File: src/rtl/regfile_pkg.sv
// Shared constants and address-legality helper for the multi-port register file.
// Latency: n/a (package only).
// Backpressure: n/a (package only).
package regfile_pkg;

   localparam int unsigned REG_ZERO       = 0;
   localparam int          DATA_W_DEFAULT = 32;
   localparam int          ADDR_W_DEFAULT = 5;

   // An address is usable when it maps to a real register and is not the hard-wired zero register
   function automatic logic addr_valid(input int unsigned addr,
                                       input int unsigned num_regs,
                                       input bit          zero_reg);
      return (addr < num_regs) && !(zero_reg && (addr == REG_ZERO));
   endfunction

endpackage

File: src/rtl/regfile_mp_if.sv
// Decode/writeback-side bundle of the register file: read ports, two write ports, reservation.
// Latency: n/a (wiring only).
// Backpressure: none; the busy flags are the only hazard signal and are advisory to issue logic.
interface regfile_mp_if #(
   parameter int DATA_W = 32,
   parameter int ADDR_W = 5,
   parameter int NUM_RD = 2
);

   logic [NUM_RD*ADDR_W-1:0] rd_addr;
   logic [NUM_RD*DATA_W-1:0] rd_data;
   logic [NUM_RD-1:0]        rd_busy;
   logic                     wr0_en;
   logic [ADDR_W-1:0]        wr0_addr;
   logic [DATA_W-1:0]        wr0_data;
   logic                     wr1_en;
   logic [ADDR_W-1:0]        wr1_addr;
   logic [DATA_W-1:0]        wr1_data;
   logic                     resv_en;
   logic [ADDR_W-1:0]        resv_addr;

   modport master (
      output rd_addr, wr0_en, wr0_addr, wr0_data, wr1_en, wr1_addr, wr1_data, resv_en, resv_addr,
      input  rd_data, rd_busy
   );

   modport slave (
      input  rd_addr, wr0_en, wr0_addr, wr0_data, wr1_en, wr1_addr, wr1_data, resv_en, resv_addr,
      output rd_data, rd_busy
   );

endinterface

File: src/rtl/rf_read_port.sv
// One read port: same-cycle write bypass (load port wins) and busy masking for bypassed operands.
// Latency: 0 cycles, purely combinational.
// Backpressure: none; illegal addresses and reset force data 0 and busy 0.
module rf_read_port #(
   parameter int DATA_W = 32,
   parameter int ADDR_W = 5
) (
   input  logic              i_rst,
   input  logic              i_addr_ok,
   input  logic [ADDR_W-1:0] i_rd_addr,
   input  logic [DATA_W-1:0] i_arr_data,
   input  logic              i_arr_busy,
   input  logic              i_wr0_en,
   input  logic [ADDR_W-1:0] i_wr0_addr,
   input  logic [DATA_W-1:0] i_wr0_data,
   input  logic              i_wr1_en,
   input  logic [ADDR_W-1:0] i_wr1_addr,
   input  logic [DATA_W-1:0] i_wr1_data,
   output logic [DATA_W-1:0] o_rd_data,
   output logic              o_rd_busy
);

   logic w_hit0;
   logic w_hit1;

   assign w_hit0 = i_wr0_en && (i_wr0_addr == i_rd_addr);
   assign w_hit1 = i_wr1_en && (i_wr1_addr == i_rd_addr);

   // Pick the freshest value; a write in flight also means the operand is no longer waiting
   always_comb begin
      o_rd_data = '0;
      o_rd_busy = 1'b0;
      if (!i_rst && i_addr_ok) begin
         if (w_hit1)
            o_rd_data = i_wr1_data;
         else if (w_hit0)
            o_rd_data = i_wr0_data;
         else
            o_rd_data = i_arr_data;
         o_rd_busy = i_arr_busy && !(w_hit0 || w_hit1);
      end
   end

endmodule

File: src/rtl/regfile_mp.sv
// Multi-port register file: NUM_RD bypassed read ports, two write ports (wr1 wins), busy scoreboard.
// Latency: reads 0 cycles (writes visible same cycle via bypass); writes/reservations land at the clk edge.
// Backpressure: none; rd_busy tells issue logic to stall, the file itself never refuses a write.
module regfile_mp
   import regfile_pkg::*;
#(
   parameter int DATA_W   = DATA_W_DEFAULT,
   parameter int ADDR_W   = ADDR_W_DEFAULT,
   parameter int NUM_REGS = 32,
   parameter int NUM_RD   = 2,
   parameter int ZERO_REG = 1
) (
   input  logic         clk,
   input  logic         rst,
   regfile_mp_if.slave  bus
);

   // Storage covers the full address space so any address indexes safely; rows at or above
   // NUM_REGS (and row 0 when hard-wired) are never written and stay at their reset value.
   localparam int DEPTH = 2**ADDR_W;

   logic [DEPTH-1:0][DATA_W-1:0] r_mem;
   logic [DEPTH-1:0]             r_busy;

   logic w_wr0_ok;
   logic w_wr1_ok;
   logic w_resv_ok;

   assign w_wr0_ok  = bus.wr0_en  && addr_valid(32'(bus.wr0_addr),  NUM_REGS, ZERO_REG != 0);
   assign w_wr1_ok  = bus.wr1_en  && addr_valid(32'(bus.wr1_addr),  NUM_REGS, ZERO_REG != 0);
   assign w_resv_ok = bus.resv_en && addr_valid(32'(bus.resv_addr), NUM_REGS, ZERO_REG != 0);

   // Register array and scoreboard update: wr1 over wr0 for data, reservation over write for busy
   always_ff @(posedge clk or posedge rst) begin
      if (rst) begin
         r_mem  <= '0;
         r_busy <= '0;
      end else begin
         for (int i = 0; i < NUM_REGS; i++) begin
            if (w_wr1_ok && (bus.wr1_addr == ADDR_W'(i)))
               r_mem[i] <= bus.wr1_data;
            else if (w_wr0_ok && (bus.wr0_addr == ADDR_W'(i)))
               r_mem[i] <= bus.wr0_data;

            if (w_resv_ok && (bus.resv_addr == ADDR_W'(i)))
               r_busy[i] <= 1'b1;
            else if ((w_wr1_ok && (bus.wr1_addr == ADDR_W'(i))) ||
                     (w_wr0_ok && (bus.wr0_addr == ADDR_W'(i))))
               r_busy[i] <= 1'b0;
         end
      end
   end

   for (genvar k = 0; k < NUM_RD; k++) begin : g_rd
      logic [ADDR_W-1:0] w_addr;
      logic              w_ok;

      assign w_addr = bus.rd_addr[k*ADDR_W +: ADDR_W];
      assign w_ok   = addr_valid(32'(w_addr), NUM_REGS, ZERO_REG != 0);

      rf_read_port #(
         .DATA_W (DATA_W),
         .ADDR_W (ADDR_W)
      ) u_rd (
         .i_rst      (rst),
         .i_addr_ok  (w_ok),
         .i_rd_addr  (w_addr),
         .i_arr_data (r_mem[w_addr]),
         .i_arr_busy (r_busy[w_addr]),
         .i_wr0_en   (bus.wr0_en),
         .i_wr0_addr (bus.wr0_addr),
         .i_wr0_data (bus.wr0_data),
         .i_wr1_en   (bus.wr1_en),
         .i_wr1_addr (bus.wr1_addr),
         .i_wr1_data (bus.wr1_data),
         .o_rd_data  (bus.rd_data[k*DATA_W +: DATA_W]),
         .o_rd_busy  (bus.rd_busy[k])
      );
   end

endmodule
File: src/flat_wrapper.sv
// flat-port wrapper written by rule: the top's interface ports become plain ports
module regfile_mp_flat import regfile_pkg::*;
#(
   parameter int DATA_W   = DATA_W_DEFAULT,
   parameter int ADDR_W   = ADDR_W_DEFAULT,
   parameter int NUM_REGS = 32,
   parameter int NUM_RD   = 2,
   parameter int ZERO_REG = 1
)
  (clk, rst, bus_rd_addr, bus_wr0_en, bus_wr0_addr, bus_wr0_data, bus_wr1_en, bus_wr1_addr, bus_wr1_data, bus_resv_en, bus_resv_addr, bus_rd_data, bus_rd_busy);
  regfile_mp_if #(.DATA_W(DATA_W), .ADDR_W(ADDR_W), .NUM_RD(NUM_RD)) bus_i ();
  input  logic clk;
  input  logic rst;
  input wire logic [$bits(bus_i.rd_addr)-1:0] bus_rd_addr;
  input wire logic [$bits(bus_i.wr0_en)-1:0] bus_wr0_en;
  input wire logic [$bits(bus_i.wr0_addr)-1:0] bus_wr0_addr;
  input wire logic [$bits(bus_i.wr0_data)-1:0] bus_wr0_data;
  input wire logic [$bits(bus_i.wr1_en)-1:0] bus_wr1_en;
  input wire logic [$bits(bus_i.wr1_addr)-1:0] bus_wr1_addr;
  input wire logic [$bits(bus_i.wr1_data)-1:0] bus_wr1_data;
  input wire logic [$bits(bus_i.resv_en)-1:0] bus_resv_en;
  input wire logic [$bits(bus_i.resv_addr)-1:0] bus_resv_addr;
  output wire logic [$bits(bus_i.rd_data)-1:0] bus_rd_data;
  output wire logic [$bits(bus_i.rd_busy)-1:0] bus_rd_busy;
  assign bus_i.rd_addr = bus_rd_addr;
  assign bus_i.wr0_en = bus_wr0_en;
  assign bus_i.wr0_addr = bus_wr0_addr;
  assign bus_i.wr0_data = bus_wr0_data;
  assign bus_i.wr1_en = bus_wr1_en;
  assign bus_i.wr1_addr = bus_wr1_addr;
  assign bus_i.wr1_data = bus_wr1_data;
  assign bus_i.resv_en = bus_resv_en;
  assign bus_i.resv_addr = bus_resv_addr;
  assign bus_rd_data = bus_i.rd_data;
  assign bus_rd_busy = bus_i.rd_busy;
  regfile_mp #(.DATA_W(DATA_W), .ADDR_W(ADDR_W), .NUM_REGS(NUM_REGS), .NUM_RD(NUM_RD), .ZERO_REG(ZERO_REG)) u_core (.clk(clk), .rst(rst), .bus(bus_i));
endmodule
File: config.mk
export PLATFORM = sky130hd
export DESIGN_NAME = regfile_mp_flat
export DESIGN_NICKNAME = d
export VERILOG_FILES = /design/src/rtl/regfile_pkg.sv /design/src/rtl/regfile_mp_if.sv /design/src/rtl/rf_read_port.sv /design/src/rtl/regfile_mp.sv /design/src/flat_wrapper.sv
export SDC_FILE = /design/constraint.sdc
export NUM_CORES = 2
export LEC_CHECK = 0
export CAP_MARGIN = 30
export CORE_AREA = 2 2 386 388
export DETAILED_ROUTE_END_ITERATION = 10
export DIE_AREA = 0 0 388 390
export PLACE_DENSITY = 0.74
export SETUP_SLACK_MARGIN = 0.5
export SLEW_MARGIN = 30
export SYNTH_ARGS = -nofsm -noshare
export SYNTH_HDL_FRONTEND = slang
export SYNTH_SLANG_ARGS = --single-unit
File: constraint.sdc
create_clock -name clk -period 74.4 [get_ports clk]
set_input_delay 22.32 -clock clk [delete_from_list [all_inputs] [get_ports clk]]
set_output_delay 22.32 -clock clk [all_outputs]
set_load 0.01 [all_outputs]
; Word-level counts from Yosys, hierarchy flattened
; Index checks and enable logic that the tools add are counted.
[classes]
magnitude_cmp = 2
eq_ne = 97
n_reduce_logical = 218
muxes = 144
[ops]
columns = op, count
row1 = $mux 32, 72
row2 = $bmux 32 s5, 2
row3 = $eq 5x5->1 const B, 48
row4 = $reduce_bool 2->1, 64
row5 = $eq 5x4->1 const B, 24
row6 = $logic_and 1x1->1, 107
row7 = $mux 1, 68
row8 = $eq 5x3->1 const B, 12
row9 = $logic_or 1x1->1, 34
row10 = $eq 5x2->1 const B, 6
row11 = $logic_not 5->1, 5
row12 = $eq 5x5->1, 4
row13 = $eq 5x1->1 const B, 3
row14 = $lt 5x6->1 const B, 2
row15 = $bmux 1 s5, 2
row16 = $logic_not 1->1, 8
[word_totals]
register_bits = 1056
inputBits = 94
wordCells = 525
output_inout_bits = 66

; Logic depth before layout (Yosys ltp)
[depth]
depth_word = 7
depth_mapped = 10
ltp_nobuf = 5

; By module
; From an unflattened synthesis, not the netlist that was laid out.
[hier_totals]
hier_cells = 6493
hier_area_um2 = 67193.2
[by_module_without_submodules]
columns = module, seq_area_each_um2, area_per_inst_um2, cells_per_inst, n_inst
row1 = regfile_mp, 26425.3, 65111.2, 6143, 1
row2 = rf_read_port, 0.0, 1041.0, 175, 2

; Least setup slack after synthesis
; OpenSTA, ideal clock, no wires.
[synth_path]
path_kind = input to output
start = input rst
end = output bus_rd_data[60]
slack_ps = 3996
arrival_time_ps = 48084
cell_stages = 6
required_time_ps = 52080
path_cell_list = inv_1 -> o21ai_0 -> o21ba_2 -> clkbuf_1 -> o21ai_0 -> o21ai_0
[synth_via]
elab_chain_len = 3
[synth_lines]
columns = element, line_no
row1 = start: declaration, flat_wrapper.sv:13  ; input logic rst;
row2 = $logic_not 1->1 (no source line), -
row3 = $logic_and 1x1->1, rf_read_port.sv:33  ; if (!i_rst && i_addr_ok) begin
row4 = $mux 32, rf_read_port.sv:33
row5 = end: declaration, flat_wrapper.sv:23  ; output wire logic [$bits(bus_i.rd_data)-1:0] bus_rd_data;
; No other way between the ends.

; Worst setup path after layout
[layout_path]
start = input bus_rd_addr[0]
end = output bus_rd_data[19]
[layout_via]
elab_chain_len = 5
word_cells_on_any_way = 12
[layout_lines]
columns = element, line_no
row1 = start: declaration, flat_wrapper.sv:14  ; input wire logic [$bits(bus_i.rd_addr)-1:0] bus_rd_addr;
row2 = $bmux 32 s5 / $eq 5x5->1 (equally long branches), "regfile_mp.sv:68, rf_read_port.sv:26"
row3 = $mux 32 (not written as such) / $logic_and 1x1->1 (equally long branches), "regfile_mp.sv:68, rf_read_port.sv:26"
row4 = $mux 32, rf_read_port.sv:36  ; else if (w_hit0)
row5 = $mux 32, rf_read_port.sv:34  ; if (w_hit1)
row6 = $mux 32 *, rf_read_port.sv:33
; Every way passes the cells marked *; elsewhere a longest branch is shown, timed or not. The select of a mux whose other input is x is not followed.

==> results.toml <==
[sta]
timing.final.crit_share_pct = 66.7
tns_ps = 0
finalWorstPathRequiredPeriod_ps = 49610
grt_setup_unrepaired = "no"
max_freq_ghz = 0.0202
worst_pin_slew_ps = 1130
setup_slack_ps = 24790
relSlewSlack_pct = 25.0
clock-skew-final_ps = 0
final-setup-viol-count = 0
drv_slew = 0
timing.final.hold_violations = 0

[floorplan]
chip_width_um = 388
core-area_um2 = 147000
pin_count = 160
core.rowCount = 141
chipHeight_um = 390
initial_util_pct = 45.8
fp.dieArea_um2 = 151000

[hold_path]
hp-class = "flop to flop"
worstHoldPathCells = 0

[yosys]
number_of_nets_in_the_synthesized_netlist = 6353
yosys_register_bits = 1056
synth_top_flop_cell = "sky130_fd_sc_hd__dfrtp_1"
yosys.area.top_type = "sky130_fd_sc_hd__dfrtp_1"
count_of_unique_library_cells_instantiated_by_yosys = 53
syn-mean-instance-area_um2 = 10.8
ys_warn_count = 0
mappedNetlistArea_um2 = 67400
postSynthCellCount = 6259
synth_top_area_share_pct = 39.2
synth.yosys.seq_area_share_pct = 39.2
proportion_of_register_bits_with_asynchronous_set_or_reset_after_synthesis_pct = 100
netlist_top_cells_area = "sky130_fd_sc_hd__dfrtp_1, sky130_fd_sc_hd__mux2i_1, sky130_fd_sc_hd__mux4_2"
synth-edff-count = 0

[outcome]
outcome = "complete, no violations"

[finish]
fillerInstances = 12700
number_of_cells_in_the_finished_layout_apart_from_fillers = 7958
final_nets = 6015
area.growth.synth_to_final_pct = 10.0
layout-drive-gt1-share_pct = 16.9

[cts]
cts_made_buffers = 110
tritoncts = "done"
postCtsResizedCells = 0
cts_buffer_depth = 3
clkSlewWorstSetupHoldPaths_ps = 60
cts_hold_repair.buffers = 0
htree_levels = 3
clock_insertion_delay_worst_skew_ps = 730
cts_setup_buffers = 0
clock_sinks = 1056
cts-root-buf = "sky130_fd_sc_hd__clkbuf_16"

[power_and_ir_drop]
share_clk_of_total_power_pct = 30.1
power.net_switching_mw = 0.647
vdd.ir_drop.worst_uv = 22.2
combinationalPowerShare_pct = 27.2
p_int_mw = 1.36
power_density_cells_nw_per_um2 = 27.1
sequentialPowerShare_pct = 42.7
sw_frac_of_total_pct = 32.2
cellLeakagePower_nw = 32.2

[critical_path]
crit_path_end_kind = "output port"
destination_of_the_critical_timing_path = "bus_rd_data[19]"
crit_path_start = "bus_rd_addr[0]"
arrival_ps = 27290
worstPathRequired_ps = 52080
r2r_worst_path_depth = 2
critical_path_class = "input port to output port"
critical_path.startpoint_type = "input port"
origin_of_the_critical_flop_to_flop_path = "u_core.r_mem[38]"
worst_r2r_endpoint = "u_core.r_mem[38]"
r2r_setup_slack_ps = 73550
cp_max_fo = 60

[route]
wl_um = 254000
via_count = 55300
first_pass_iters = 7
wire_per_inst_um = 31.9
detailedRoute.firstIterationViolations = 8625
antenna_left = 0
remaining_design_rule_violation_count = 0
drt-vias-per-instance = 6.94

[place]
gpl.final_weighted_congestion = 0.905
portBuffers = 159
dp_slack_ps = 25050
placedCellCount = 7732
dp_hpwl_um = 140000

[grt]
track_usage_pct = 32.8
largest_net_degree_at_the_start_of_global_routing = 179
grt_pass1_vias = 54500
grt_pass1_wl_um = 367000
gr-total-overflow = 0
number_of_antenna_violations_at_the_first_check_in_global_routing = 18

[job]
timing.max_cap.violations = 0
==> sequential cells by signal (all words and copies together) (netlist names) <==
name,flops
u_core.r_mem,1024
u_core.r_busy,32
==> Yosys cell counts, types with 8 or more instances <==
cell and instances:
sky130_fd_sc_hd__a21oi_1 917, sky130_fd_sc_hd__a21oi_2 17, sky130_fd_sc_hd__buf_1 61, sky130_fd_sc_hd__buf_2 364, sky130_fd_sc_hd__buf_4 38, sky130_fd_sc_hd__clkbuf_1 329
sky130_fd_sc_hd__dfrtp_1 1056, sky130_fd_sc_hd__inv_1 38, sky130_fd_sc_hd__mux2i_1 1366, sky130_fd_sc_hd__mux4_2 533, sky130_fd_sc_hd__nand2_1 163, sky130_fd_sc_hd__nor2_1 942
sky130_fd_sc_hd__nor3b_1 9, sky130_fd_sc_hd__o21ai_0 191, sky130_fd_sc_hd__o21ai_1 33, sky130_fd_sc_hd__o21bai_1 8, sky130_fd_sc_hd__o22ai_1 69, sky130_fd_sc_hd__or3_1 14
sky130_fd_sc_hd__xnor2_1 20
==> critical path, stage by stage <==
cell and delay (ps):
sky130_fd_sc_hd__buf_8 510, sky130_fd_sc_hd__buf_4 840, sky130_fd_sc_hd__xnor2_1 190, sky130_fd_sc_hd__nand4_1 330, sky130_fd_sc_hd__o21ai_4 650, sky130_fd_sc_hd__buf_4 540, sky130_fd_sc_hd__o22ai_1 180, sky130_fd_sc_hd__o21ai_0 850
sky130_fd_sc_hd__clkdlybuf4s50_1 700
==> metrics by stage <==
step / power, mW / util (%) / hold WS (ps) / area [µm²]
after floorplan: 1.23 / - / 441 / 67400
after global placement: 1.36 / 47.3 / 377 / 69600
after detailed placement: 1.39 / 47.6 / 384 / 70100
after CTS: 1.99 / 50.3 / 398 / 74000
after global routing: 2.09 / 50.4 / 409 / 74200
final: 2.01 / 50.4 / 398 / 74200
==> power groups by stage <==
stage | combinational (mW) | clock, mW | sequential, mW
5_1_grt | 0.588 | 0.627 | 0.873
4_1_cts | 0.536 | 0.604 | 0.850
3_5_place_dp | 0.533 | 0 | 0.857
2_1_floorplan | 0.412 | 0 | 0.820
3_3_place_gp | 0.512 | 0 | 0.844
6_report | 0.546 | 0.605 | 0.859
==> area by class of cell <==
| class | count | area, µm² | area share (%) |
|---|---|---|---|
| Antenna cell | 12 | 30.0 | 0.0405 |
| Clock buffer | 168 | 3310 | 4.46 |
| Clock inverter | 39 | 569 | 0.767 |
| Inverter | 38 | 150 | 0.202 |
| Multi-Input combinational cell | 4366 | 37800 | 50.9 |
| Sequential cell | 1056 | 26400 | 35.6 |
| Tap cell | 1930 | 2410 | 3.26 |
| Timing Repair Buffer | 349 | 3500 | 4.72 |
==> cells in the final DEF, fill, tap and decap left out, drive strengths merged, types with 8 or more instances in the layout <==
master            n
a21oi           934
buf             204
bufinv           12
clkbuf          168
clkdlybuf4s50   145
clkinv           21
dfrtp          1056
diode            12
inv              41
mux2i          1366
mux4            533
nand2           168
nor2            942
nor3             13
nor3b             9
o21ai           226
o21bai            8
o22ai            69
or3              14
xnor2            20
==> per-layer routing <==
layer  GRT usage, %  vias to the layer above  wire (µm)
li1               -                    22000          -
met1           41.2                    27500      88700
met2           47.2                     4632     108000
met3           12.8                     1126      38900
met4           21.3                       18      18200
met5              0                        -        125
==> cells by family (layout without fill, tap and decap cells) <==
group,Yosys count,in the layout,share of synthesized area (%)
xor gates and xnor gates,20,20,0.260
AOI/OAI and AO/OA,1258,1258,9.76
and+or+nand+nor,1186,1186,7.02
buffers and inverters,837,594,5.62
DFF,1056,1056,39.2
muxes,1902,1902,38.1
other,0,12,0
==> worst min path at each step <==
stage / start / endpoint / slack, ps
2_1_floorplan: u_core.r_busy[0] / u_core.r_busy[0] / 440
3_3_place_gp: u_core.r_mem[28] / u_core.r_mem[28] / 380
3_5_place_dp: u_core.r_mem[8] / u_core.r_mem[8] / 380
4_1_cts: u_core.r_mem[5] / u_core.r_mem[5] / 400
5_1_grt: u_core.r_mem[18] / u_core.r_mem[18] / 410
6_report: u_core.r_mem[0] / u_core.r_mem[0] / 400
Power figures use the tool's default switching activity.
